**config.mk**
```make
export PLATFORM = sky130hd
export DESIGN_NAME = in_chn_router_fsm
export DESIGN_NICKNAME = d
export VERILOG_FILES = /design/src/rtl/in_chn_router_fsm.sv
export SDC_FILE = /design/constraint.sdc
export NUM_CORES = 1
export LEC_CHECK = 0
export ABC_CLOCK_PERIOD_IN_PS = 1800
export BUFFER_PORTS_ARGS = -buffer_cell sky130_fd_sc_hd__buf_2
export CAP_MARGIN = 10
export CORE_ASPECT_RATIO = 0.7
export CORE_MARGIN = 1
export CORE_UTILIZATION = 37
export CTS_CLUSTER_DIAMETER = 50
export DETAILED_ROUTE_END_ITERATION = 12
export HOLD_SLACK_MARGIN = 0.02
export PLACE_DENSITY = 0.66
export SETUP_SLACK_MARGIN = 0.4
export SLEW_MARGIN = 30
export SYNTH_ARGS = -nofsm -noshare
export SYNTH_HDL_FRONTEND = slang
export SYNTH_SLANG_ARGS = --single-unit
```
**constraint.sdc**
```tcl
create_clock -name i_clk -period 1.8 [get_ports i_clk]
set_input_delay 0 -clock i_clk [delete_from_list [all_inputs] [get_ports i_clk]]
set_output_delay 0 -clock i_clk [all_outputs]
set_load 0.005 [all_outputs]
```
**src/rtl/in_chn_router_fsm.sv**
```systemverilog
`default_nettype none
// ============================================================================
// Module   : in_chn_router_fsm
// Purpose  : Router input-channel FSM that parses header/payload/parity frames
//            and steers bytes to one of NUM_PORTS FIFOs with classified errors.
//            Optional error event counter enabled by macro IN_CHN_ERR_CNT_EN.
// Revision : 1.0 - initial release
// ============================================================================
module in_chn_router_fsm #(
  parameter int data_size       = 8,
  parameter int pkt_length_bits = 5,
  parameter int pkt_addr_bits   = data_size - pkt_length_bits,
  parameter int NUM_PORTS       = 4
) (
  input  logic                   i_clk,
  input  logic                   i_rstn,
  input  logic                   i_ch_en,
  input  logic [data_size-1:0]   i_data_in,
  input  logic                   i_clr_errors,
  input  logic [NUM_PORTS-1:0]   i_fifo_full,
  output logic                   o_busy,
  output logic                   o_error,
  output logic [4:0]             o_err_code,
  output logic [data_size-1:0]   o_data_out,
  output logic [NUM_PORTS-1:0]   o_pkt_to_fifo_en,
  output logic                   o_pkt_done,
  output logic                   o_pkt_ok
`ifdef IN_CHN_ERR_CNT_EN
  ,
  output logic [7:0]             o_err_cnt
`endif
);

  localparam logic [2:0] c_st_idle    = 3'd0;
  localparam logic [2:0] c_st_payload = 3'd1;
  localparam logic [2:0] c_st_parity  = 3'd2;
  localparam logic [2:0] c_st_gap     = 3'd3;
  localparam logic [2:0] c_st_drop    = 3'd4;

  // Extra bit so NUM_PORTS == 2**pkt_addr_bits is representable.
  localparam logic [pkt_addr_bits:0] c_num_ports = (pkt_addr_bits + 1)'(NUM_PORTS);

  logic [2:0]                 r_state;
  logic [pkt_addr_bits-1:0]   r_addr;
  logic [pkt_length_bits-1:0] r_cnt;
  logic [data_size-1:0]       r_acc;
  logic [data_size-1:0]       r_data_out;
  logic [NUM_PORTS-1:0]       r_wr_en;
  logic                       r_done;
  logic                       r_ok;
  logic [4:0]                 r_err;

  logic [2:0]                 w_state_nxt;
  logic [pkt_addr_bits-1:0]   w_addr_nxt;
  logic [pkt_length_bits-1:0] w_cnt_nxt;
  logic [data_size-1:0]       w_acc_nxt;
  logic [data_size-1:0]       w_wr_data;
  logic [NUM_PORTS-1:0]       w_wr_en;
  logic                       w_done;
  logic                       w_ok;
  logic [4:0]                 w_err_set;

  logic [pkt_addr_bits-1:0]   w_hdr_addr;
  logic [pkt_length_bits-1:0] w_hdr_len;
  logic [NUM_PORTS-1:0]       w_hdr_sel;
  logic [NUM_PORTS-1:0]       w_pay_sel;
  logic                       w_hdr_full;
  logic                       w_pay_full;

  assign w_hdr_addr = i_data_in[pkt_addr_bits-1:0];
  assign w_hdr_len  = i_data_in[data_size-1:pkt_addr_bits];
  assign w_hdr_sel  = NUM_PORTS'(1) << w_hdr_addr;
  assign w_pay_sel  = NUM_PORTS'(1) << r_addr;
  assign w_hdr_full = |(i_fifo_full & w_hdr_sel);
  assign w_pay_full = |(i_fifo_full & w_pay_sel);

  always_comb begin
    w_state_nxt = r_state;
    w_addr_nxt  = r_addr;
    w_cnt_nxt   = r_cnt;
    w_acc_nxt   = r_acc;
    w_wr_data   = '0;
    w_wr_en     = '0;
    w_done      = 1'b0;
    w_ok        = 1'b0;
    w_err_set   = '0;
    case (r_state)
      c_st_idle: begin
        if (i_ch_en) begin
          if ({1'b0, w_hdr_addr} >= c_num_ports) begin
            w_err_set[0] = 1'b1;
            w_state_nxt  = c_st_drop;
          end else if (w_hdr_len == '0) begin
            w_err_set[1] = 1'b1;
            w_state_nxt  = c_st_drop;
          end else if (w_hdr_full) begin
            w_err_set[4] = 1'b1;
            w_state_nxt  = c_st_drop;
          end else begin
            w_wr_en     = w_hdr_sel;
            w_wr_data   = i_data_in;
            w_addr_nxt  = w_hdr_addr;
            w_cnt_nxt   = w_hdr_len;
            w_acc_nxt   = i_data_in;
            w_state_nxt = c_st_payload;
          end
        end
      end
      c_st_payload: begin
        // A dropped frame valid is checked before FIFO space: it is not a data cycle.
        if (!i_ch_en) begin
          w_err_set[3] = 1'b1;
          w_done       = 1'b1;
          w_state_nxt  = c_st_idle;
        end else if (w_pay_full) begin
          w_err_set[4] = 1'b1;
          w_done       = 1'b1;
          w_state_nxt  = c_st_drop;
        end else begin
          w_wr_en   = w_pay_sel;
          w_wr_data = i_data_in;
          w_acc_nxt = r_acc ^ i_data_in;
          w_cnt_nxt = r_cnt - pkt_length_bits'(1);
          if (r_cnt == pkt_length_bits'(1)) w_state_nxt = c_st_parity;
        end
      end
      c_st_parity: begin
        w_done = 1'b1;
        if (!i_ch_en) begin
          w_err_set[3] = 1'b1;
          w_state_nxt  = c_st_idle;
        end else begin
          w_ok         = (i_data_in == r_acc);
          w_err_set[2] = (i_data_in != r_acc);
          w_state_nxt  = c_st_gap;
        end
      end
      c_st_gap: begin
        if (i_ch_en) begin
          w_err_set[3] = 1'b1;
          w_state_nxt  = c_st_drop;
        end else begin
          w_state_nxt = c_st_idle;
        end
      end
      c_st_drop: begin
        if (!i_ch_en) w_state_nxt = c_st_idle;
      end
      default: w_state_nxt = c_st_idle;
    endcase
  end

  always_ff @(posedge i_clk or negedge i_rstn) begin
    if (!i_rstn) begin
      r_state    <= c_st_idle;
      r_addr     <= '0;
      r_cnt      <= '0;
      r_acc      <= '0;
      r_data_out <= '0;
      r_wr_en    <= '0;
      r_done     <= 1'b0;
      r_ok       <= 1'b0;
      r_err      <= '0;
    end else begin
      r_state    <= w_state_nxt;
      r_addr     <= w_addr_nxt;
      r_cnt      <= w_cnt_nxt;
      r_acc      <= w_acc_nxt;
      r_data_out <= w_wr_data;
      r_wr_en    <= w_wr_en;
      r_done     <= w_done;
      r_ok       <= w_ok;
      // New errors are OR-ed after the clear so they survive it.
      r_err      <= (i_clr_errors ? 5'b0 : r_err) | w_err_set;
    end
  end

`ifdef IN_CHN_ERR_CNT_EN
  logic [7:0] r_err_cnt;

  always_ff @(posedge i_clk or negedge i_rstn) begin
    if (!i_rstn) begin
      r_err_cnt <= '0;
    end else if (i_clr_errors) begin
      r_err_cnt <= (|w_err_set) ? 8'd1 : 8'd0;
    end else if ((|w_err_set) && (r_err_cnt != 8'hFF)) begin
      r_err_cnt <= r_err_cnt + 8'd1;
    end
  end

  assign o_err_cnt = r_err_cnt;
`endif

  assign o_busy           = (r_state != c_st_idle);
  assign o_error          = |r_err;
  assign o_err_code       = r_err;
  assign o_data_out       = r_data_out;
  assign o_pkt_to_fifo_en = r_wr_en;
  assign o_pkt_done       = r_done;
  assign o_pkt_ok         = r_ok;

endmodule
`default_nettype wire
```
Word level (Yosys, flattened, before mapping):

Cells that the tools add are included.

* flip-flop bits (word level): 38
* input port bits: 16
* output and inout port bits: 21
* logic and storage cells: 107

* add/sub/neg operators: 1
* $lt $le $gt $ge: 1
* equal/unequal tests: 15
* shift operators: 2
* mux-type cells: 61
* bitwise gates (word level): 7
* reductions and logical operators: 11

Operators by type and width (number)
* two-way mux 8 bit: 12
* two-way mux 5 bit: 7
* one-hot mux 8 bit (2 select lines): 2
* two-way mux 3 bit: 9
* two-way mux 4 bit: 6
* two-way mux 1 bit: 16
* one-hot mux 3 bit (5 select lines): 1
* inequality test 2 bit (second input constant): 7
* one-hot mux 5 bit (2 select lines): 1
* bitwise AND 4 bit: 2
* == test 8 bit: 1
* inequality test 8 bit: 1
* one-hot mux 4 bit (2 select lines): 1
* OR reduction 4 bit: 2
* << shifter 1 x 3 -> 4 bit (first input constant): 2
* bitwise XOR 8 bit: 1
* AND reduction 7 bit: 1
* == test 3 x 2 -> 1 bit (second input constant): 2
* two-way mux 2 bit: 3
* one-hot mux 1 bit (2 select lines): 3
* == test 5 x 1 -> 1 bit (second input constant): 1
* logical NOT 5 bit: 1
* OR 5 bit: 1
* AND reduction 5 bit: 1
* other kinds (12): 14

Depth between registers and ports, before layout:

Gate-level depths: netlist of run 1.

* depth after elaboration: 9
* depth in mapped cells: 8
* mapped depth without buffers: 5

Worst setup path after synthesis of run 1:

No wires, ideal clock.

* path kind: register -> register
* start point: register r_state[1]
* end point: register r_acc[3]
* library setup time: 0.122 ns
* data arrival time: 1.652 ns
* required time: 1.678 ns
* slack: 0.026 ns
* cell stages (with the launch flop): 7
* path buffers: 2
* period minus slack after synthesis: 1.774 ns
* cell sequence: dfrtp_1 buf_2 nor4b_4 o211ai_2 or2_2 buf_2 a32o_1

* word-level cells in the longest chain between the ends: 3
* elaborated cells between the ends (all ways): 11
* classes of those cells: eq/ne: 7; mux: 1; reduce/logical: 3

Ends and longest elaborated chain
* start: declaration: line 43 `logic [2:0] r_state;`
* start signal: assignment: line 155 `r_state <= c_st_idle;`
* start signal: assignment: line 165 `r_state <= w_state_nxt;`
* == test 3 x 1 -> 1 bit or logical NOT 3 bit (tied branches): line 87 `case (r_state)`
* inequality test 2 bit (no source line) or nonzero test 2 bit (tied branches)
* AND reduction 7 bit (no source line)
* end signal: assignment: line 168 `r_acc <= w_acc_nxt;`
* end: declaration: line 46 `logic [data_size-1:0] r_acc;`

Parallel ways exist; a longest one is shown, timed or not.
A chain may end at the register's enable or synchronous reset.

Worst setup path in the final report of run 1:

* start point: register r_state[0]
* end point: register r_acc[3]

The elaborated chain is that of the path after synthesis.

==> results of run 1 <==
layer usage:
layer  track usage (%)  up-vias
met3              4.35        7
met1              26.9      881
met5                 0        -
li1                  -      841
met4              4.92        0
met2              27.2       42
registers in the layout, indices dropped and copies added (netlist names):
name              count
r_state               3
r_addr                3
o_pkt_ok              1
o_pkt_done            1
r_cnt                 5
o_err_code            5
r_acc                 8
o_pkt_to_fifo_en      4
o_data_out            8
final cells by class:
| type | count | area share, % |
|---|---|---|
| Timing Repair Buffer | 65 | 16.4 |
| Inverter | 12 | 1.74 |
| Sequential cell | 38 | 34.9 |
| Clock buffer | 7 | 2.79 |
| Tap cell | 69 | 3.16 |
| Multi-Input combinational cell | 140 | 41.0 |
path summary, 6_finish.rpt:
check | startpoint | to | slack (ns)
setup / recovery | r_state[0] | r_acc[3] | 0.10
hold / removal | i_data_in[4] | r_acc[4] | 0.03
setup reg to reg | r_state[0] | r_acc[3] | 0.10
hold reg to reg | r_cnt[4] | r_cnt[4] | 0.52
max in group asynchronous | i_rstn | r_addr[0] | 1.14
min in group asynchronous | i_rstn | o_err_code[0] | 0.29
logic make-up after synthesis:
group	Yosys count
buffers and inverters	23
xor gates and xnor gates	9
adders and majority gates	2
DFF	38
AOI/OAI and AO/OA	51
muxes	11
and+or+nand+nor	66
cell usage in the layout, fill, tap and decap left out, drive strengths merged, types with 6 or more instances in the layout:
cell type  synthesis  layout
buf                7      61
dfrtp             38      38
nand2             17      17
nor2              13      13
inv               12      12
mux2i             11      11
a21oi             11      11
o21ai             10      10
a32o               9       9
xnor2              8       8
clkbuf             4       7
nor3               6       6
and2               6       6
nand2b             6       6
timing repair:
| action | in CTS | in global routing |
|---|---|---|
| buffers inserted | 2 | 8 |
| endpoints found under the hold margin | 45 | 0 |
| pin swaps | 6 | 14 |
| gates resized for setup | 26 | 23 |
| endpoints found under the setup margin | 32 | 32 |
| hold buffers | 4 | 0 |
| cloned | 1 | 1 |
power by group through the flow:
stage / clock network, mW / logic (mW) / registers (mW)
6_report: 0.561 / 0.909 / 1.17
3_5_place_dp: 0 / 0.706 / 1.18
5_1_grt: 0.617 / 0.997 / 1.19
4_1_cts: 0.568 / 0.805 / 1.17
3_3_place_gp: 0 / 0.697 / 1.17
2_1_floorplan: 0 / 0.521 / 1.15
==> results.md, run 1 <==
* Max cap viols at 0
* Worst path cell trace: nor4b_4 -> o211ai_4 -> or2_4 -> a32o_1
* Routed length on met2 at around 2.2 mm
* Worst hold slack at 0.0308 ns
* TritonCTS clock tree: done
* Mapped Cells at 200
* Share of post-route cells with drive strength above 1 at 41.6%
* Sequential Area at 955 um^2
* DIE HEIGHT at roughly 63 um
* Most common cell in the netlist: dfrtp_1
* Fin. Hold Viols at 0
* 1st-iter DRT viols at 77
* Vias in the first global route at 1646
* Synth cell count leaders: dfrtp_1 (38), nand2_1 (17), nor2_1 (13)
* Syn nets at 218
* Internal Power at 1.76 mW
* Non-Filler Instances at 331
* Clock root buffer: clkbuf_8
* Placed cell area at between 2000 and 2500 um^2
* Final design area excluding fillers at 2740 um^2
* Setup TNS at 0 ns
* Reg2Reg Depth at 4
* CP top delay family: simple AND/OR/NAND/NOR gates
* Multi-input logic area at 1120 um^2
* Die Wd at 89.8 um
* Crit Path Category: reg -> reg
* Proportion of synthesized area in mux cells at between 5 and 6%
* Fillers at 439
* Post-place setup slack at 0.0585 ns
* WL final at 5.16 mm
* Number of synthesized flops with an enable pin at 0
* Clk sinks at 38
* Critical path launch point type: flop
* Register area share after synthesis at 47.6%
* Largest family of logic cells by synthesized area: compound AO/OA/AOI/OAI gates
* Part of the power in combinational logic at approximately 34%
* Switch Pwr at 0.886 mW
* Peak VDD IR at between 0.4 and 0.5 mV
* Final worst-path cycle share at 94.4%
* Num CTS Buffers at 5
* F_max at 0.589 GHz
* Gpl congestion at about 0.76
* Final ANT Viol Nets at 0
* Slew margin rel. at between 60% and 70%
* IO buf count at 36
* H-tree depth at 2
* Vias per cell at ~5.4
* Synth Area in Simple Gates at approximately 17%
* Power Dens Cells at between 900 and 1000 nW/um^2
* GRT Total Usage at 18.4%
* Largest net degree at the start of global routing at 39
* PnR Total Power at 2.65 mW
* Share of synthesized registers carrying an async set or reset at 100%
* Final setup viols at 0
* Crit path required time at 1.97 ns
* CTS clock-pin slew for the worst setup and hold paths at approximately 0.07 ns
* Buf/Inv on CP at 0
* Area grow syn2layout at 37.1%
* Hold/Removal Path Class: in -> reg
* RSZ-0062 raised after global routing: yes
* Tmin final at roughly 1.7 ns
* Setup WS post-layout at slightly above 0.1 ns
* # IOs at 37
* Final Max Slew Viols at 0
* Netlist cell types at 41
* Worst Tran Pin Value at between 0.5 and 0.6 ns
* CP max-delay cell: dfrtp_2
* Antenna Cells at 0
* Synth Flop Type: dfrtp_1
* Row Count at 21
* Status: complete, no violations
* Adder-cell share of the synthesized area at 1.25%
* Clk Latency, worst-skew pair at 0.29 ns
* Grt total ovfl at 0
* Via count at between 1500 and 2000
* Layout Skew at 0.00449 ns
* WL met1 at 2.61 mm
* Layout Utilization at 54.8%
* Worst Hold Depth at 2
* Core area at 4990 um^2
* Post-synthesis xor/xnor area fraction at 3.95%
* Yosys Warn Count at 0
* Largest cells by area after synthesis: dfrtp_1 (48%), mux2i_1 (5.5%), a32o_1 (4.5%), xnor2_1 (3.5%), nand2_1 (3.2%)
* Mapped Area at 2000 um^2
* Crit-path max cell delay at 0.44 ns
* Synth Area in Compound Gates at around a fifth
* Global-route wire length before repair at between 8 and 9 mm
* Reg power frac at 44.4%
* Initial antenna violation count at 0
* LEAKAGE at 1.25 nW
* Leading area contributor after synthesis: dfrtp_1
* Routed len/inst at between 15 and 20 um
* Switch share at 33.5%
* Worst Setup End Kind: flop
* First-pass DRT Iterations at 4
* Avg Inst Size Synth at 9.98 um^2
* Largest fanout on the critical path at 6
* Dpl cells at 308
* Die ar. at approximately 5700 um^2
* DP HPWL at between 3 and 4 mm
* Clock power frac at 21.2%
* Fin nets at 280
* Top Metal Used: met4
* FF+latch count, synth at 38
* Initial core utilization at 40.0%
* Met3 WL post-DR at between 200 and 300 um
* Worst-case clock buffer depth at 2
* # DRC at 0
* Yosys top cell area share at around 48%
* WP data arrival at 1.87 ns
* CP Depth at 4
Power figures use the tool's default switching activity.
==> run 2: changes to the inputs <==
ABC_AREA = 1   (was default)
==> results.md, run 2 <==
* Synth cell count leaders: nand2_1 (89), dfrtp_1 (38), inv_1 (26)
* CTS clock-pin slew for the worst setup and hold paths at 0.08 ns (about the same)
* Worst Setup End Kind: flop
* Grt total ovfl at 0 (unchanged)
* Share of post-route cells with drive strength above 1 at 31.9% (-9.7 points)
* Share of synthesized registers carrying an async set or reset at 100% (unchanged)
* Switch Pwr at 1.60 mW (+81%)
* WL final at 5.59 mm (+8.4%)
* Netlist cell types at 27 (-34%)
* Critical path launch point type: flop
* Via count at 1957 (+11%)
* DIE HEIGHT at 64.0 um (+0.91%)
* Area grow syn2layout at 36.1%
* Mapped Cells at 264 (+32%)
* Crit Path Category: reg -> reg
* Slew margin rel. at 69.3% (+3.8 points)
* Die Wd at 90.6 um (+0.91%)
* IO buf count at 36 (unchanged)
* Worst Tran Pin Value at 0.461 ns (-0.0575 ns)
* Core area at 5260 um^2 (+5.3%)
* Largest cells by area after synthesis: dfrtp_1 (47%), nand2_1 (16%), nand3_1 (5.2%), inv_1 (4.8%), o21ai_0 (4.4%)
* Vias per cell at 4.84 (-9.5%)
* 1st-iter DRT viols at 114 (+48%)
* Row Count at 22 (+4.8%)
* Critical Path Source: r_addr[0]
* Yosys top cell area share at 46.8% (-0.88 points)
* Crit path required time at 2.00 ns (+0.03 ns)
* Proportion of synthesized area in mux cells at 0% (-5.5 points)
* DP HPWL at 3.58 mm (+5.6%)
* Post-synthesis xor/xnor area fraction at 3.45% (-0.50 points)
* Final ANT Viol Nets at 0 (unchanged)
* Reg2Reg Depth at 10 (+6)
* Largest fanout on the critical path at 5 (-1)
* Global-route wire length before repair at 9.09 mm (+12%)
* Fillers at 491 (+12%)
* # IOs at 37 (unchanged)
* Most common cell after layout, fill and taps aside: nand2_1
* TritonCTS clock tree: done
* Gpl congestion at 0.911 (+20%)
* Setup WS post-layout at 0.277 ns (+0.176 ns)
* Num CTS Buffers at 5 (unchanged)
* Internal Power at 2.18 mW (+24%)
* Fin nets at 349 (+25%)
* Reg power frac at 34.7% (-9.7 points)
* Largest family of logic cells by synthesized area: simple AND/OR/NAND/NOR gates
* Tmin final at 1.52 ns (-0.176 ns)
* Clock power frac at 16.7% (-4.5 points)
* Leading area contributor after synthesis: dfrtp_1
* Peak VDD IR at 0.433 mV (+5.1%)
* Final Max Slew Viols at 0 (unchanged)
* Register area share after synthesis at 46.8% (-0.88 points)
* Clock root buffer: clkbuf_8
* Setup TNS at 0 ns (unchanged)
* Worst-case clock buffer depth at 2 (unchanged)
* Layout Skew at 0.00851 ns (+0.00403 ns)
* Final setup viols at 0 (unchanged)
* Hold/Removal Path Class: in -> reg
* Yosys Warn Count at 0 (unchanged)
* Vias in the first global route at 1861 (+13%)
* Antenna Cells at 0 (unchanged)
* Initial core utilization at 38.7% (-1.3 points)
* GRT Total Usage at 20.7% (+2.3 points)
* Number of synthesized flops with an enable pin at 0 (unchanged)
* RR Startpoint: r_addr[0]
* Synth Area in Simple Gates at 33.3% (+16 points)
* Status: complete, no violations
* Initial antenna violation count at 0 (unchanged)
* Clk sinks at 38 (unchanged)
* Mapped Area at 2030 um^2 (+1.9%)
* Die ar. at 5800 um^2 (+1.8%)
* Part of the power in combinational logic at 48.5% (+14 points)
* First-pass DRT Iterations at 4 (unchanged)
* Clk Latency, worst-skew pair at 0.31 ns (+0.02 ns)
* Most common cell in the netlist: nand2_1
* Avg Inst Size Synth at 7.70 um^2 (-23%)
* WP data arrival at 1.73 ns (-0.14 ns)
* Adder-cell share of the synthesized area at 1.23% (-0.023 points)
* # DRC at 0 (unchanged)
* Routed len/inst at 13.8 um (-11%)
* Worst Hold Depth at 3 (+1)
* Max cap viols at 0 (unchanged)
* Min-delay src: i_data_in[0]
* RSZ-0062 raised after global routing: yes
* H-tree depth at 2 (unchanged)
* Fin. Hold Viols at 0 (unchanged)
* LEAKAGE at 1.49 nW (+19%)
* Power Dens Cells at 1370 nW/um^2 (+41%)
* Post-place setup slack at 0.212 ns (+0.153 ns)
* Switch share at 42.3% (+8.8 points)
* F_max at 0.657 GHz (+12%)
* Synth Area in Compound Gates at 7.20% (-12 points)
* FF+latch count, synth at 38 (unchanged)
* Largest net degree at the start of global routing at 21 (-46%)
* Syn nets at 282 (+29%)
* Final worst-path cycle share at 84.6% (-9.8 points)
* Synth Flop Type: dfrtp_1
* Most frequent cells in the layout: nand2_1 (78), buf_2 (36), dfrtp_1 (36)
==> run 2: path summary, 6_finish.rpt <==
check	endpoint	slack [ns]
worst max-delay path	r_acc[2]	0.28
worst min-delay path	r_addr[0]	0.02
worst max register to register	r_acc[2]	0.28
worst min register to register	r_cnt[1]	0.49
max in group asynchronous	r_state[2]	1.09
min in group asynchronous	o_data_out[4]	0.17
==> run 2: per-layer routing <==
layer	GRT usage, %	wire (um)	share of wire (%)	vias up
met2	30.5	2450	44	53
met4	8.87	99	1.8	0
li1	-	-	-	978
met1	29.2	2720	49	916
met5	0	0	0	-
met3	4.52	318	5.7	10
==> run 2: through the flow <==
step	hold slack, ns	cell area, um^2	total power, mW	cells	util (%)
final	0.0167	2770	3.78	404	52.6
after global routing	0.0354	2770	4.09	404	52.6
after CTS	0.0253	2620	3.49	399	49.8
after detailed placement	-0.0195	2310	2.64	371	43.9
after global placement	-0.0244	2310	2.61	371	43.9
after floorplan	-0.296	2040	2.26	264	-
==> run 2: layout make-up <==
type	count	area [um^2]	area share, %
Clock buffer	6	82.6	2.98
Timing Repair Buffer	62	427	15.4
Sequential cell	38	953	34.4
Tap cell	72	90.1	3.25
Multi-Input combinational cell	189	1060	38.5
Clock inverter	2	12.5	0.452
Inverter	35	138	4.97
==> run 2: worst max-delay path: stages (launching register included) <==
cell and delay, ns:
dfrtp_1 0.41, inv_2 0.09, nand4_1 0.10, nand2_2 0.09
nor2_4 0.14, nand2_4 0.07, nor2_4 0.17, buf_8 0.17
nor2_4 0.07, nand2_1 0.07, nand2_1 0.05
==> run 2: kinds of logic (layout without fill, tap and decap cells) <==
family                     Yosys count  after routing
and+or+nand+nor                    149            152
AOI/OAI and AO/OA                   27             27
buffers and inverters               40            105
xor gates and xnor gates             8              8
DFF                                 38             38
adders and majority gates            2              2
==> run 2: power groups by stage <==
stage / clock network [mW] / logic [mW] / registers [mW]
6_report: 0.632 / 1.84 / 1.31
5_1_grt: 0.670 / 2.07 / 1.34
4_1_cts: 0.654 / 1.54 / 1.29
3_5_place_dp: 0 / 1.34 / 1.30
3_3_place_gp: 0 / 1.32 / 1.30
2_1_floorplan: 0 / 0.972 / 1.28
==> run 2: what timing repair did <==
action | in CTS | in global routing
resized for setup | 7 | 37
pin swaps | 4 | 16
endpoints found under the hold margin | 28 | 0
endpoints found under the setup margin | 23 | 33
setup buffers | 9 | 5
hold buffers | 8 | 0
cloned | 3 | 0
==> run 3: changes to the inputs <==
ABC_AREA = 0   (was 1)
ABC_CLOCK_PERIOD_IN_PS = 1450   (was 1800)
PLACE_DENSITY = 0.64   (was 0.66)
clock period = 1.45 ns   (was 1.8 ns; I/O delays follow)
==> results.md, run 3 (same netlist as run 1, synthesis figures left out) <==
* Status: complete, but fails checks
* Violated checks: negative setup slack
* Largest fanout on the critical path at 5 (unchanged)
* DIE HEIGHT at 63.4 um (-0.90%)
* Die ar. at 5700 um^2 (-1.8%)
* # DRC at 0 (unchanged)
* Clk Latency, worst-skew pair at 0.28 ns (-0.03 ns)
* Grt total ovfl at 0 (unchanged)
* # IOs at 37 (unchanged)
* Max cap viols at 0 (unchanged)
* 1st-iter DRT viols at 111 (-2.6%)
* Final Max Slew Viols at 0 (unchanged)
* Core area at 4990 um^2 (-5.0%)
* Tmin final at 1.69 ns (+0.167 ns)
* Via count at 1836 (-6.2%)
* Setup WS post-layout at -0.239 ns (-0.517 ns)
* Fin nets at 303 (-13%)
* Clk sinks at 38 (unchanged)
* WP data arrival at 1.86 ns (+0.13 ns)
* Peak VDD IR at 0.601 mV (+39%)
* Post-place setup slack at -0.224 ns (-0.435 ns)
* Dpl cells at 326 (-12%)
* CTS clock-pin slew for the worst setup and hold paths at 0.07 ns (about the same)
* Most frequent cells in the layout: buf_4 (38), dfrtp_1 (37), buf_2 (35)
* H-tree depth at 2 (unchanged)
* Layout Utilization at 60.4% (+7.7 points)
* Clock root buffer: clkbuf_8
* GRT Total Usage at 20.8% (+0.059 points)
* Critical path launch point type: flop
* Num CTS Buffers at 5 (unchanged)
* Worst Setup End Kind: flop
* Largest net degree at the start of global routing at 26 (+24%)
* First-pass DRT Iterations at 4 (unchanged)
* Slew margin rel. at 70.4% (+1.2 points)
* PnR Total Power at 3.56 mW (-6.0%)
* Vias per cell at 5.19 (+7.1%)
* Global-route wire length before repair at 9.28 mm (+2.1%)
* Crit path required time at 1.63 ns (-0.37 ns)
* Initial core utilization at 40.0% (+1.3 points)
* Final worst-path cycle share at 117% (+32 points)
* TritonCTS clock tree: done
* Fin. Hold Viols at 0 (unchanged)
* Antenna Cells at 0 (unchanged)
* Power Dens Cells at 1180 nW/um^2 (-14%)
* Layout Skew at 0.00476 ns (-0.00375 ns)
* Worst-case clock buffer depth at 2 (unchanged)
* Die Wd at 89.8 um (-0.91%)
* Gpl congestion at 0.847 (-7.1%)
* Most common cell after layout, fill and taps aside: buf_4
* Share of post-route cells with drive strength above 1 at 49.8% (+18 points)
* Worst Tran Pin Value at 0.443 ns (-0.0174 ns)
* Initial antenna violation count at 0 (unchanged)
* IO buf count at 36 (unchanged)
* WL final at 5.57 mm (-0.45%)
* Non-Filler Instances at 354 (-12%)
* Crit Path Category: reg -> reg
* F_max at 0.592 GHz (-9.9%)
* Hold/Removal Path Class: in -> reg
* Vias in the first global route at 1864 (+0.16%)
* Area grow syn2layout at 51.0%
* Routed len/inst at 15.7 um (+14%)
* Final setup viols at 31 (+31)
* Final ANT Viol Nets at 0 (unchanged)
* Row Count at 21 (-4.5%)
* RSZ-0062 raised after global routing: yes
* LEAKAGE at 1.40 nW (-5.6%)
* DP HPWL at 3.69 mm (+3.2%)
==> run 3: cell types whose count changed in the layout (fill, tap and decap cells not counted), moves of 7 or more <==
| cell | delta |
|---|---|
| a32o_1 | +9 |
| buf_4 | +25 |
| buf_6 | +7 |
| inv_1 | -15 |
| mux2i_1 | +9 |
| nand2_1 | -62 |
| nand2_2 | -8 |
| nand3_1 | -17 |
| o21ai_0 | -10 |
==> run 3: path summary, 6_finish.rpt <==
check	start	to	slack, ns	cells past startpoint
max	r_addr[0]	o_data_out[1]	-0.24	7
min	i_data_in[6]	r_acc[6]	0.1	3
max reg2reg	r_addr[0]	o_data_out[1]	-0.24	7
min reg2reg	r_cnt[4]	r_cnt[4]	0.51	2
max in group asynchronous	i_rstn	o_data_out[4]	0.85	3
min in group asynchronous	i_rstn	r_state[0]	0.15	2
==> run 3: area by class of cell <==
class | instances | area, um^2
Sequential cell | 38 | 952
Clock buffer | 7 | 86.3
Tap cell | 69 | 86.3
Timing Repair Buffer | 88 | 648
Multi-Input combinational cell | 140 | 1190
Inverter | 12 | 45.0
Fill cell | 431 | 1980
==> run 3: routing by layer <==
metal,track usage (%),vias up,share of wire (%)
met2,33.0,44,45
li1,-,885,-
met3,4.23,2,4.9
met5,0,-,0
met1,29.6,905,49
met4,3.69,0,0.36
==> run 3: power by group <==
part	switching [mW]	total (mW)	internal [mW]
clock network	0.352	0.730	0.377
registers	0.162	1.41	1.25
logic	0.642	1.42	0.773
==> run 3: stage by stage <==
step	TNS, ns	hold WS [ns]	cell area (um^2)
CTS	-5.05	0.0742	2880
detailed placement	-4.34	-0.0696	2530
global route	-7.91	0.0952	3010
floorplan	-3.36	-0.296	2070
global placement	-3.83	-0.0658	2530
finish	-5.49	0.0973	3010
==> run 3: timing repair <==
action,CTS,global route
hold endpoints to repair,43,0
pin swaps,20,25
gates cloned,0,2
setup buffers,15,2
hold buffers,2,0
endpoints found under the setup margin,40,40
gates resized for setup,32,28
==> run 3: critical path, cell delays in order (launching register included) <==
cell and delay, ns:
dfrtp_2 0.47, mux2i_4 0.22, buf_12 0.13, o221ai_4 0.21, o22ai_2 0.13, buf_6 0.16, buf_6 0.11, and2_4 0.14
